`config.mk`:
```
export PLATFORM = sky130hd
export DESIGN_NAME = fft_spi_scheduler
export DESIGN_NICKNAME = d
export VERILOG_FILES = /design/src/rtl/fft_spi_scheduler.sv
export SDC_FILE = /design/constraint.sdc
export NUM_CORES = 1
export LEC_CHECK = 0
export CAP_MARGIN = 20
export CORE_UTILIZATION = 53
export CTS_BUF_LIST = sky130_fd_sc_hd__clkbuf_8
export CTS_CLUSTER_DIAMETER = 120
export DETAILED_ROUTE_END_ITERATION = 8
export DONT_BUFFER_PORTS = 1
export PLACE_DENSITY = 0.68
export SYNTH_ARGS = -nofsm -noshare
export SYNTH_HDL_FRONTEND = slang
export SYNTH_SLANG_ARGS = --single-unit
```
`constraint.sdc`:
```
create_clock -name i_Clk -period 5.3 [get_ports i_Clk]
set_input_delay 0.795 -clock i_Clk [delete_from_list [all_inputs] [get_ports i_Clk]]
set_output_delay 0.795 -clock i_Clk [all_outputs]
set_load 0.01 [all_outputs]
```
`src/rtl/fft_spi_scheduler.sv`:
```
// Frames one FFT result (sync, count, 2*N words) onto the byte-wide SPI master; SYNC DV two cycles after done.
// Backpressure: each byte waits for i_tx_ready high, then its low/high handshake; the result bus is held meanwhile.
`timescale 1ns/1ps
module fft_spi_scheduler #(
    parameter int             N         = 16,
    parameter int             MSB       = 8,
    parameter logic [MSB-1:0] SYNC_BYTE = 8'hA5
) (
    input  logic                   i_Clk,
    input  logic                   i_Rst_L,
    input  logic                   i_fft_done,
    input  logic [MSB-1:0]         i_word,
    input  logic                   i_tx_ready,
    input  logic                   i_clr_overrun,
    output logic [$clog2(2*N)-1:0] o_addr,
    output logic [MSB-1:0]         o_tx_byte,
    output logic                   o_tx_dv,
    output logic                   o_fft_hold,
    output logic                   o_busy,
    output logic [7:0]             o_frame_cnt,
    output logic                   o_overrun
);
    localparam int             AW        = $clog2(2*N);
    localparam logic [AW-1:0]  LAST_ADDR = AW'(2*N-1);

    typedef enum logic [2:0] {
        S_IDLE    = 3'd0,
        S_SYNC    = 3'd1,
        S_CNT     = 3'd2,
        S_DATA    = 3'd3,
        S_WAIT_LO = 3'd4,
        S_WAIT_HI = 3'd5,
        S_DONE    = 3'd6
    } state_t;

    state_t r_state;
    state_t r_last;
    state_t w_state_nxt;
    state_t w_last_nxt;

    logic [AW-1:0]  w_addr;
    logic [MSB-1:0] w_tx_byte;
    logic           w_tx_dv;
    logic           w_fft_hold;
    logic           w_busy;
    logic [7:0]     w_frame_cnt;
    logic           w_overrun;

    always_ff @(posedge i_Clk) begin
        if (!i_Rst_L) begin
            r_state     <= S_IDLE;
            r_last      <= S_IDLE;
            o_addr      <= '0;
            o_tx_byte   <= '0;
            o_tx_dv     <= 1'b0;
            o_fft_hold  <= 1'b0;
            o_busy      <= 1'b0;
            o_frame_cnt <= 8'd0;
            o_overrun   <= 1'b0;
        end else begin
            r_state     <= w_state_nxt;
            r_last      <= w_last_nxt;
            o_addr      <= w_addr;
            o_tx_byte   <= w_tx_byte;
            o_tx_dv     <= w_tx_dv;
            o_fft_hold  <= w_fft_hold;
            o_busy      <= w_busy;
            o_frame_cnt <= w_frame_cnt;
            o_overrun   <= w_overrun;
        end
    end

    // r_last remembers which issue state sent the byte now in the SPI handshake.
    always_comb begin
        w_state_nxt = r_state;
        w_last_nxt  = r_last;
        case (r_state)
            S_IDLE: begin
                if (i_fft_done) w_state_nxt = S_SYNC;
            end
            S_SYNC, S_CNT, S_DATA: begin
                if (i_tx_ready) begin
                    w_state_nxt = S_WAIT_LO;
                    w_last_nxt  = r_state;
                end
            end
            S_WAIT_LO: begin
                if (!i_tx_ready) w_state_nxt = S_WAIT_HI;
            end
            S_WAIT_HI: begin
                if (i_tx_ready) begin
                    case (r_last)
                        S_SYNC:  w_state_nxt = S_CNT;
                        S_CNT:   w_state_nxt = S_DATA;
                        default: w_state_nxt = (o_addr == LAST_ADDR) ? S_DONE : S_DATA;
                    endcase
                end
            end
            S_DONE:  w_state_nxt = S_IDLE;
            default: w_state_nxt = S_IDLE;
        endcase
    end

    always_comb begin
        w_addr      = o_addr;
        w_tx_byte   = o_tx_byte;
        w_tx_dv     = 1'b0;
        w_fft_hold  = o_fft_hold;
        w_frame_cnt = o_frame_cnt;
        w_busy      = (w_state_nxt != S_IDLE);
        // A done pulse while busy (DONE cycle included) is dropped; set beats clear.
        if (i_fft_done && o_busy)
            w_overrun = 1'b1;
        else if (i_clr_overrun)
            w_overrun = 1'b0;
        else
            w_overrun = o_overrun;
        case (r_state)
            S_IDLE: begin
                if (i_fft_done) begin
                    w_fft_hold = 1'b1;
                    w_addr     = '0;
                end
            end
            S_SYNC: begin
                if (i_tx_ready) begin
                    w_tx_dv   = 1'b1;
                    w_tx_byte = SYNC_BYTE;
                end
            end
            S_CNT: begin
                if (i_tx_ready) begin
                    w_tx_dv   = 1'b1;
                    w_tx_byte = MSB'(o_frame_cnt);
                end
            end
            S_DATA: begin
                if (i_tx_ready) begin
                    w_tx_dv   = 1'b1;
                    w_tx_byte = i_word;
                end
            end
            S_WAIT_HI: begin
                if (i_tx_ready) begin
                    if (r_last == S_CNT)
                        w_addr = '0;
                    else if (r_last == S_DATA && o_addr != LAST_ADDR)
                        w_addr = o_addr + AW'(1);
                end
            end
            S_DONE: begin
                w_frame_cnt = o_frame_cnt + 8'd1;
                w_fft_hold  = 1'b0;
                w_addr      = '0;
            end
            default: ;
        endcase
    end
endmodule

```
==> key figures, run 1 <==
Run status
  • Status: completed

Worst setup path
  • Worst reg2reg endpoint: o_addr[3]$_SDFFE_PN0P_
  • WP data arrival: approximately 2.2 ns
  • R2R Path Start: o_addr[0]$_SDFFE_PN0P_
  • Critical path class: reg2reg
  • Worst EP required: roughly 5.5 ns
  • Critical Path Start Type: flip-flop
  • CP Cell Sequence: ha_1, and3_1, ha_1, a211oi_2, or4b_1, a21oi_1
  • Critical Path Max Stage Delay: 0.45 ns
  • Cell repeated most along the worst path: ha_1
  • Crit-path slowest cell: or4b_1
  • CP Max Fanout: 8
  • Kind of end point of the critical path: flip-flop
  • FF-to-FF setup slack: 3.31 ns
  • Worst R2R Path Depth: 6

STA
  • Slew headroom: a little over half
  • Worst Tran Pin Value: 0.711 ns
  • Worst hold slack: 0.518 ns
  • RSZ-0062 raised after global routing: false
  • Setup TNS: 0 ns
  • Final Setup Violations: 0
  • Endpoints failing hold: 0
  • Final min period: 1.99 ns
  • Final Max Tran Viols: 0
  • Setup Skew: between 0.005 and 0.006 ns
  • Final critical-path setup slack: 3.31 ns
  • Final Cycle Share: between 30% and 40%
  • Fmax: about 500 MHz

Placed design
  • Gpl congestion: about 0.84
  • HPWL reported at the end of detailed placement: 2.11 mm
  • IO buf count: 0
  • Dpl ws: roughly 3.3 ns
  • Dpl cell area: about 1500 µm²

Final layout
  • Nets@finish: ~180
  • Ant diodes: 0
  • Number of filler cells placed in the layout: 235
  • Final instance area: around 1600 µm²
  • Commonest non-fill, non-tap cell in the layout: dfxtp_1
  • Area Overhead vs Synth: 6.16%
  • Most frequent cells in the layout: dfxtp_1, o21ai_0, nand2_1
  • Layout cells sized above 1: 7.23%

Clock network
  • Root buf cell: clkbuf_8
  • CTS tree: yes
  • Post-cts hold buffer count: 0
  • Max Buffers Root-to-Sink: 2
  • TritonCTS Buffers: 5
  • Worst-skew pair later-pin latency: 0.28 ns
  • CTS H-tree depth: 2
  • Num Clock Sinks: 31
  • Post_cts resized: 0
  • Worst-path clk slew: ~0.060 ns
  • Postcts setup bufs: 0

Route
  • Vias per cell: between 6 and 7
  • TritonRoute pass-1 iters: 4
  • Post-DR wirelength/cell: ~16 µm
  • Post-Route WL: around 3.1 mm
  • Routed Antenna Nets: 0
  • Total vias in the final route: between 1000 and 1500
  • Iter 0 DRT Violations: 38
  • DRC Markers: 0

Global route
  • Global route overflow: 0
  • Vias in the first global route: 1118
  • First-pass GRT wire length: roughly 5.0 mm
  • Initial antenna violation count: 0
  • Gr usage total: around a fifth
  • Largest net degree at the start of global routing: 28

Synth
  • Synth Flop Type: dfxtp_1
  • Combinational family with the most area after synthesis: simple AND/OR/NAND/NOR gates
  • Simple-gate portion of the synthesized area: between 20% and 30%
  • FFs w/ async S/R, synth: 0%
  • Unique masters post-synth: between 40 and 50
  • Post-synthesis cell area: roughly 1500 µm²
  • Cells after Synth: approximately 170
  • Synth Warn #: 0
  • Post-synthesis xor/xnor area fraction: about 4.1%
  • Syn_area_per_cell: slightly below 9 µm²
  • Post-synthesis mux area share: between 5 and 6%
  • Number of flops mapped to enable cells by yosys: 0
  • Synth Net Count: around 180
  • Flops & latches, synth: 31
  • Register area share after synthesis: around two fifths
  • Synth Area in Compound Gates: 19.2%
  • Adder-Cell Fraction of Synth Area: approximately 2.5%

Hold path
  • WHS Path Cells: 1
  • HP Start: r_last[2]$_SDFFE_PN0P_
  • Hold Path End: r_last[2]$_SDFFE_PN0P_
  • Tightest Hold Check Type: reg2reg

Power
  • Peak supply drop: between 0.2 and 0.3 mV
  • Pwr/cell area: 309 nW/µm²
  • Final Total Pwr: about 0.00049 W
  • Leak Pwr: about 0.57 nW

Flow run
  • Number of max-cap violations: 0

Floorplan
  • Initial Util: 58.6%
  • Row count: 18
  • Chip width: ~55 µm
  • I/O pin cnt: 38
  • Die Y-Extent: between 50 and 60 µm
  • CORE AREA: 2570 µm²
  • DIE AREA: around 3000 µm²
-- per-stage QoR --
| step | std cells | util, % |
|---|---|---|
| 2_1_floorplan | 168 | - |
| 3_3_place_gp | 189 | 58.2 |
| 3_5_place_dp | 189 | 58.2 |
| 4_1_cts | 196 | 62.2 |
| 5_1_grt | 196 | 62.2 |
| 6_report | 196 | 62.2 |
-- worst max path at each step --
stage | from | endpoint | cells past startpoint
floorplan | o_addr[0]$_SDFFE_PN0P_ | o_addr[3]$_SDFFE_PN0P_ | 6
global placement | o_addr[0]$_SDFFE_PN0P_ | o_addr[3]$_SDFFE_PN0P_ | 6
detailed placement | o_addr[0]$_SDFFE_PN0P_ | o_addr[3]$_SDFFE_PN0P_ | 6
CTS | o_addr[0]$_SDFFE_PN0P_ | o_addr[3]$_SDFFE_PN0P_ | 6
global route | o_addr[0]$_SDFFE_PN0P_ | o_addr[3]$_SDFFE_PN0P_ | 6
finish | o_addr[0]$_SDFFE_PN0P_ | o_addr[3]$_SDFFE_PN0P_ | 6
-- synthesized netlist by cell type, types with 2 or more instances --
cell,number,share of area [%]
dfxtp_1,31,41
o21ai_0,16,5.3
nand2_1,13,3.2
and2_1,10,4.2
a21oi_1,7,2.3
nor2_1,7,1.7
nor2b_1,7,2.9
buf_2,5,1.7
xnor2_1,5,2.9
a21boi_0,4,2.0
a22oi_1,4,2.0
a31oi_1,4,1.7
mux2_2,4,3.0
mux2i_1,4,2.7
and3_1,3,1.2
clkbuf_1,3,0.75
ha_1,3,2.5
inv_1,3,0.75
nand2b_1,3,1.2
nand3b_1,3,1.5
nand4_1,3,1.2
nand3_1,2,0.67
nor3_1,2,0.67
nor3b_1,2,1.0
xor2_1,2,1.2
-- flip-flops by register name (all words and copies together) (netlist names) --
| register | count |
|---|---|
| o_fft_hold | 1 |
| r_state | 3 |
| o_tx_byte | 8 |
| o_busy | 1 |
| r_last | 3 |
| o_tx_dv | 1 |
| o_frame_cnt | 8 |
| o_addr | 5 |
| o_overrun | 1 |
-- where the power goes --
group,internal [W],switching [W]
sequential,0.000239,0.0000127
combinational,0.0000124,0.0000105
clock,0.000136,0.0000831
-- area by class of cell --
type | count | area, µm² | area share, %
tap | 30 | 37.5 | 2.35
clock inverter | 2 | 33.8 | 2.12
sequential | 31 | 621 | 38.9
inverter | 3 | 11.3 | 0.705
multi-input combinational | 125 | 825 | 51.6
clock buffer | 5 | 68.8 | 4.31
-- per-layer routing --
metal | up-vias | track usage (%) | wire, µm
met5 | - | 0 | 0
met2 | 38 | 33.2 | 1460
met3 | 6 | 7.96 | 184
met1 | 563 | 25.4 | 1430
li1 | 596 | - | -
met4 | 0 | 8.21 | 49
-- kinds of logic (layout without fill, tap and decap cells) --
group,after synthesis,after routing
adder cells (fa/ha/maj),3,3
multiplexers,8,8
AND/OR/NAND/NOR,62,62
flip-flops,31,31
buffers and inverters,12,10
AO/OA/AOI/OAI,45,45
XOR/XNOR,7,7
-- worst max-delay path: cells and delay by family (launching register included) --
family	cells	cell delay, ns
DFF	1	0.37
and+or+nand+nor	2	0.63
AOI/OAI and AO/OA	2	0.42
adders and majority gates	2	0.50
No activity file was read; power rests on OpenSTA's default activity.
==> run 2, diff against run 1 <==
==> constraint.sdc (replaced) <==
create_clock -name i_Clk -period 2.1 [get_ports i_Clk]
set_input_delay 0.315 -clock i_Clk [delete_from_list [all_inputs] [get_ports i_Clk]]
set_output_delay 0.315 -clock i_Clk [all_outputs]
set_load 0.01 [all_outputs]
==> run 2 against run 1 <==
Flip-flop and latch count unchanged. Worst hold slack worse by 0.36 ns. Sequential power rose to 2.5 times the previous value. Routed wire length down 4.3%. Non-clock buffer count up 3. First-iteration DRC count down 32%. Clock power up 130%. Combinational power rose to 2.8 times the previous value. Sequential share of layout area down 0.54 points. Register-to-register slack worse by 3.1 ns. Utilization up 0.88 points.
==> key figures, run 2 (synthesized netlist as in run 1, its figures left out) <==
Run status
  • Status: completed

Worst setup path
  • Kind of end point of the critical path: flip-flop
  • Critical Path Max Stage Delay: 0.45 ns
  • CP Max Fanout: 8
  • CP Cell Sequence: ha_1, and3_1, ha_2, a211oi_2, or4b_1, a21oi_1
  • R2R Path Start: o_addr[1]$_SDFFE_PN0P_
  • Critical path class: reg2reg
  • Crit-path slowest cell: or4b_1
  • Worst reg2reg endpoint: o_addr[3]$_SDFFE_PN0P_
  • WP data arrival: 2.11 ns
  • FF-to-FF setup slack: about 0.19 ns
  • Worst R2R Path Depth: 6
  • Worst EP required: approximately 2.3 ns
  • Critical Path Start Type: flip-flop

Route
  • DRC Markers: 0
  • Routed Antenna Nets: 0
  • Post-DR wirelength/cell: around 15 µm
  • Vias per cell: 6.05
  • Post-Route WL: roughly 3 mm
  • TritonRoute pass-1 iters: 4
  • Total vias in the final route: 1209
  • Iter 0 DRT Violations: 26

Global route
  • Initial antenna violation count: 0
  • Global route overflow: 0
  • Gr usage total: between 20 and 25%
  • Vias in the first global route: between 1000 and 1500
  • First-pass GRT wire length: about 5 mm
  • Largest net degree at the start of global routing: 28

Placed design
  • Gpl congestion: ~0.84
  • HPWL reported at the end of detailed placement: roughly 2.1 mm
  • IO buf count: 0

Power
  • Clock power frac: roughly two fifths
  • Peak supply drop: 0.658 mV
  • Leak Pwr: ~0.59 nW
  • Sw frac: between 20% and 30%
  • Comb power frac: 5.3%
  • Seq pwr share: approximately 53%
  • Internal Power: 0.000931 W
  • Switching power: between 0.0002 and 0.0003 W
  • Pwr/cell area: between 700 and 800 nW/µm²

Clock network
  • Max Buffers Root-to-Sink: 2
  • CTS H-tree depth: 2
  • TritonCTS Buffers: 5
  • Postcts setup bufs: 0
  • Worst-path clk slew: ~0.06 ns
  • Root buf cell: clkbuf_8
  • Num Clock Sinks: 31
  • CTS tree: yes
  • Worst-skew pair later-pin latency: ~0.27 ns
  • Post-cts hold buffer count: 0

Floorplan
  • Row count: 18
  • CORE AREA: around 2600 µm²
  • Chip width: roughly 55 µm
  • DIE AREA: between 3000 and 4000 µm²
  • I/O pin cnt: 38
  • Die Y-Extent: around 55 µm
  • Initial Util: between 50% and 60%

Hold path
  • Tightest Hold Check Type: in2reg
  • WHS Path Cells: 2
  • Hold Path End: o_busy$_SDFF_PN0_
  • HP Start: i_Rst_L

STA
  • Final min period: about 1.9 ns
  • Worst Tran Pin Value: 0.630 ns
  • Final Cycle Share: around 91%
  • Final Setup Violations: 0
  • Fmax: 522 MHz
  • Final Max Tran Viols: 0
  • RSZ-0062 raised after global routing: false
  • Setup Skew: 0.00249 ns
  • Worst hold slack: 0.158 ns
  • Setup TNS: 0 ns
  • Endpoints failing hold: 0
  • Slew headroom: around 58%

Final layout
  • Commonest non-fill, non-tap cell in the layout: dfxtp_1
  • Number of filler cells placed in the layout: roughly 220
  • Top Registers: o_frame_cnt: 8 flops, o_tx_byte: 8 flops, o_addr: 5 flops
  • Layout cells sized above 1: 10.0%
  • Ant diodes: 0
  • Nets@finish: 185
  • Area Overhead vs Synth: 7.65%
  • Most frequent cells in the layout: dfxtp_1, o21ai_0, nand2_1

Flow run
  • Number of max-cap violations: 0
[run 2: power groups by stage]
stage          combinational, W  clock [W]  sequential, W
2_1_floorplan         0.0000696          0       0.000629
3_3_place_gp          0.0000612          0       0.000644
3_5_place_dp          0.0000630          0       0.000645
4_1_cts               0.0000631   0.000515       0.000632
5_1_grt               0.0000718   0.000532       0.000635
6_report              0.0000630   0.000502       0.000632
[run 2: layout make-up]
| cell class | instances | area [µm²] | share of cell area [%] |
|---|---|---|---|
| clock buffer | 7 | 96.3 | 5.95 |
| clock inverter | 1 | 3.75 | 0.232 |
| multi-input combinational | 125 | 827 | 51.1 |
| tap | 30 | 37.5 | 2.32 |
| sequential | 31 | 621 | 38.3 |
| inverter | 3 | 11.3 | 0.696 |
| timing repair buffer | 3 | 22.5 | 1.39 |
[run 2: routing by layer]
layer / share of wire [%] / wire length [µm] / global-route usage, % / up-vias
li1: - / - / - / 602
met1: 46 / 1380 / 25.0 / 560
met2: 47 / 1400 / 32.7 / 41
met3: 5.7 / 170 / 7.49 / 6
met4: 1.2 / 37 / 8.21 / 0
met5: 0 / 0 / 0 / -
[run 2: what timing repair did]
| item | CTS | global route |
|---|---|---|
| hold endpoints to repair | 0 | 0 |
| gates resized for setup | 0 | 1 |
| setup endpoints to repair | 0 | 1 |
[run 2: worst max-delay path by stage]
stage	from	endpoint	cells after the start
after floorplan	o_addr[0]$_SDFFE_PN0P_	o_addr[3]$_SDFFE_PN0P_	6
after global placement	o_addr[1]$_SDFFE_PN0P_	o_addr[3]$_SDFFE_PN0P_	6
after detailed placement	o_addr[1]$_SDFFE_PN0P_	o_addr[3]$_SDFFE_PN0P_	6
after CTS	o_addr[1]$_SDFFE_PN0P_	o_addr[3]$_SDFFE_PN0P_	6
after global routing	o_addr[1]$_SDFFE_PN0P_	o_addr[3]$_SDFFE_PN0P_	6
final	o_addr[1]$_SDFFE_PN0P_	o_addr[3]$_SDFFE_PN0P_	6
[run 2: stage by stage]
step / instance area (µm²) / utilization (%) / total power, W / worst slack [ns] / cells
CTS: 1620 / 63.0 / 0.00121 / 0.126 / 200
detailed placement: 1520 / 59.1 / 0.000708 / 0.147 / 192
floorplan: 1500 / - / 0.000699 / 0.249 / 168
global route: 1620 / 63.1 / 0.00124 / 0.0601 / 200
global placement: 1520 / 59.1 / 0.000705 / 0.213 / 192
finish: 1620 / 63.1 / 0.00120 / 0.186 / 200
[run 2: critical path: cells and delay by family (launching register included)]
kind | cells | cell delay [ns]
simple gates | 2 | 0.63
fa+ha+maj | 2 | 0.43
compound gates | 2 | 0.40
flops | 1 | 0.37
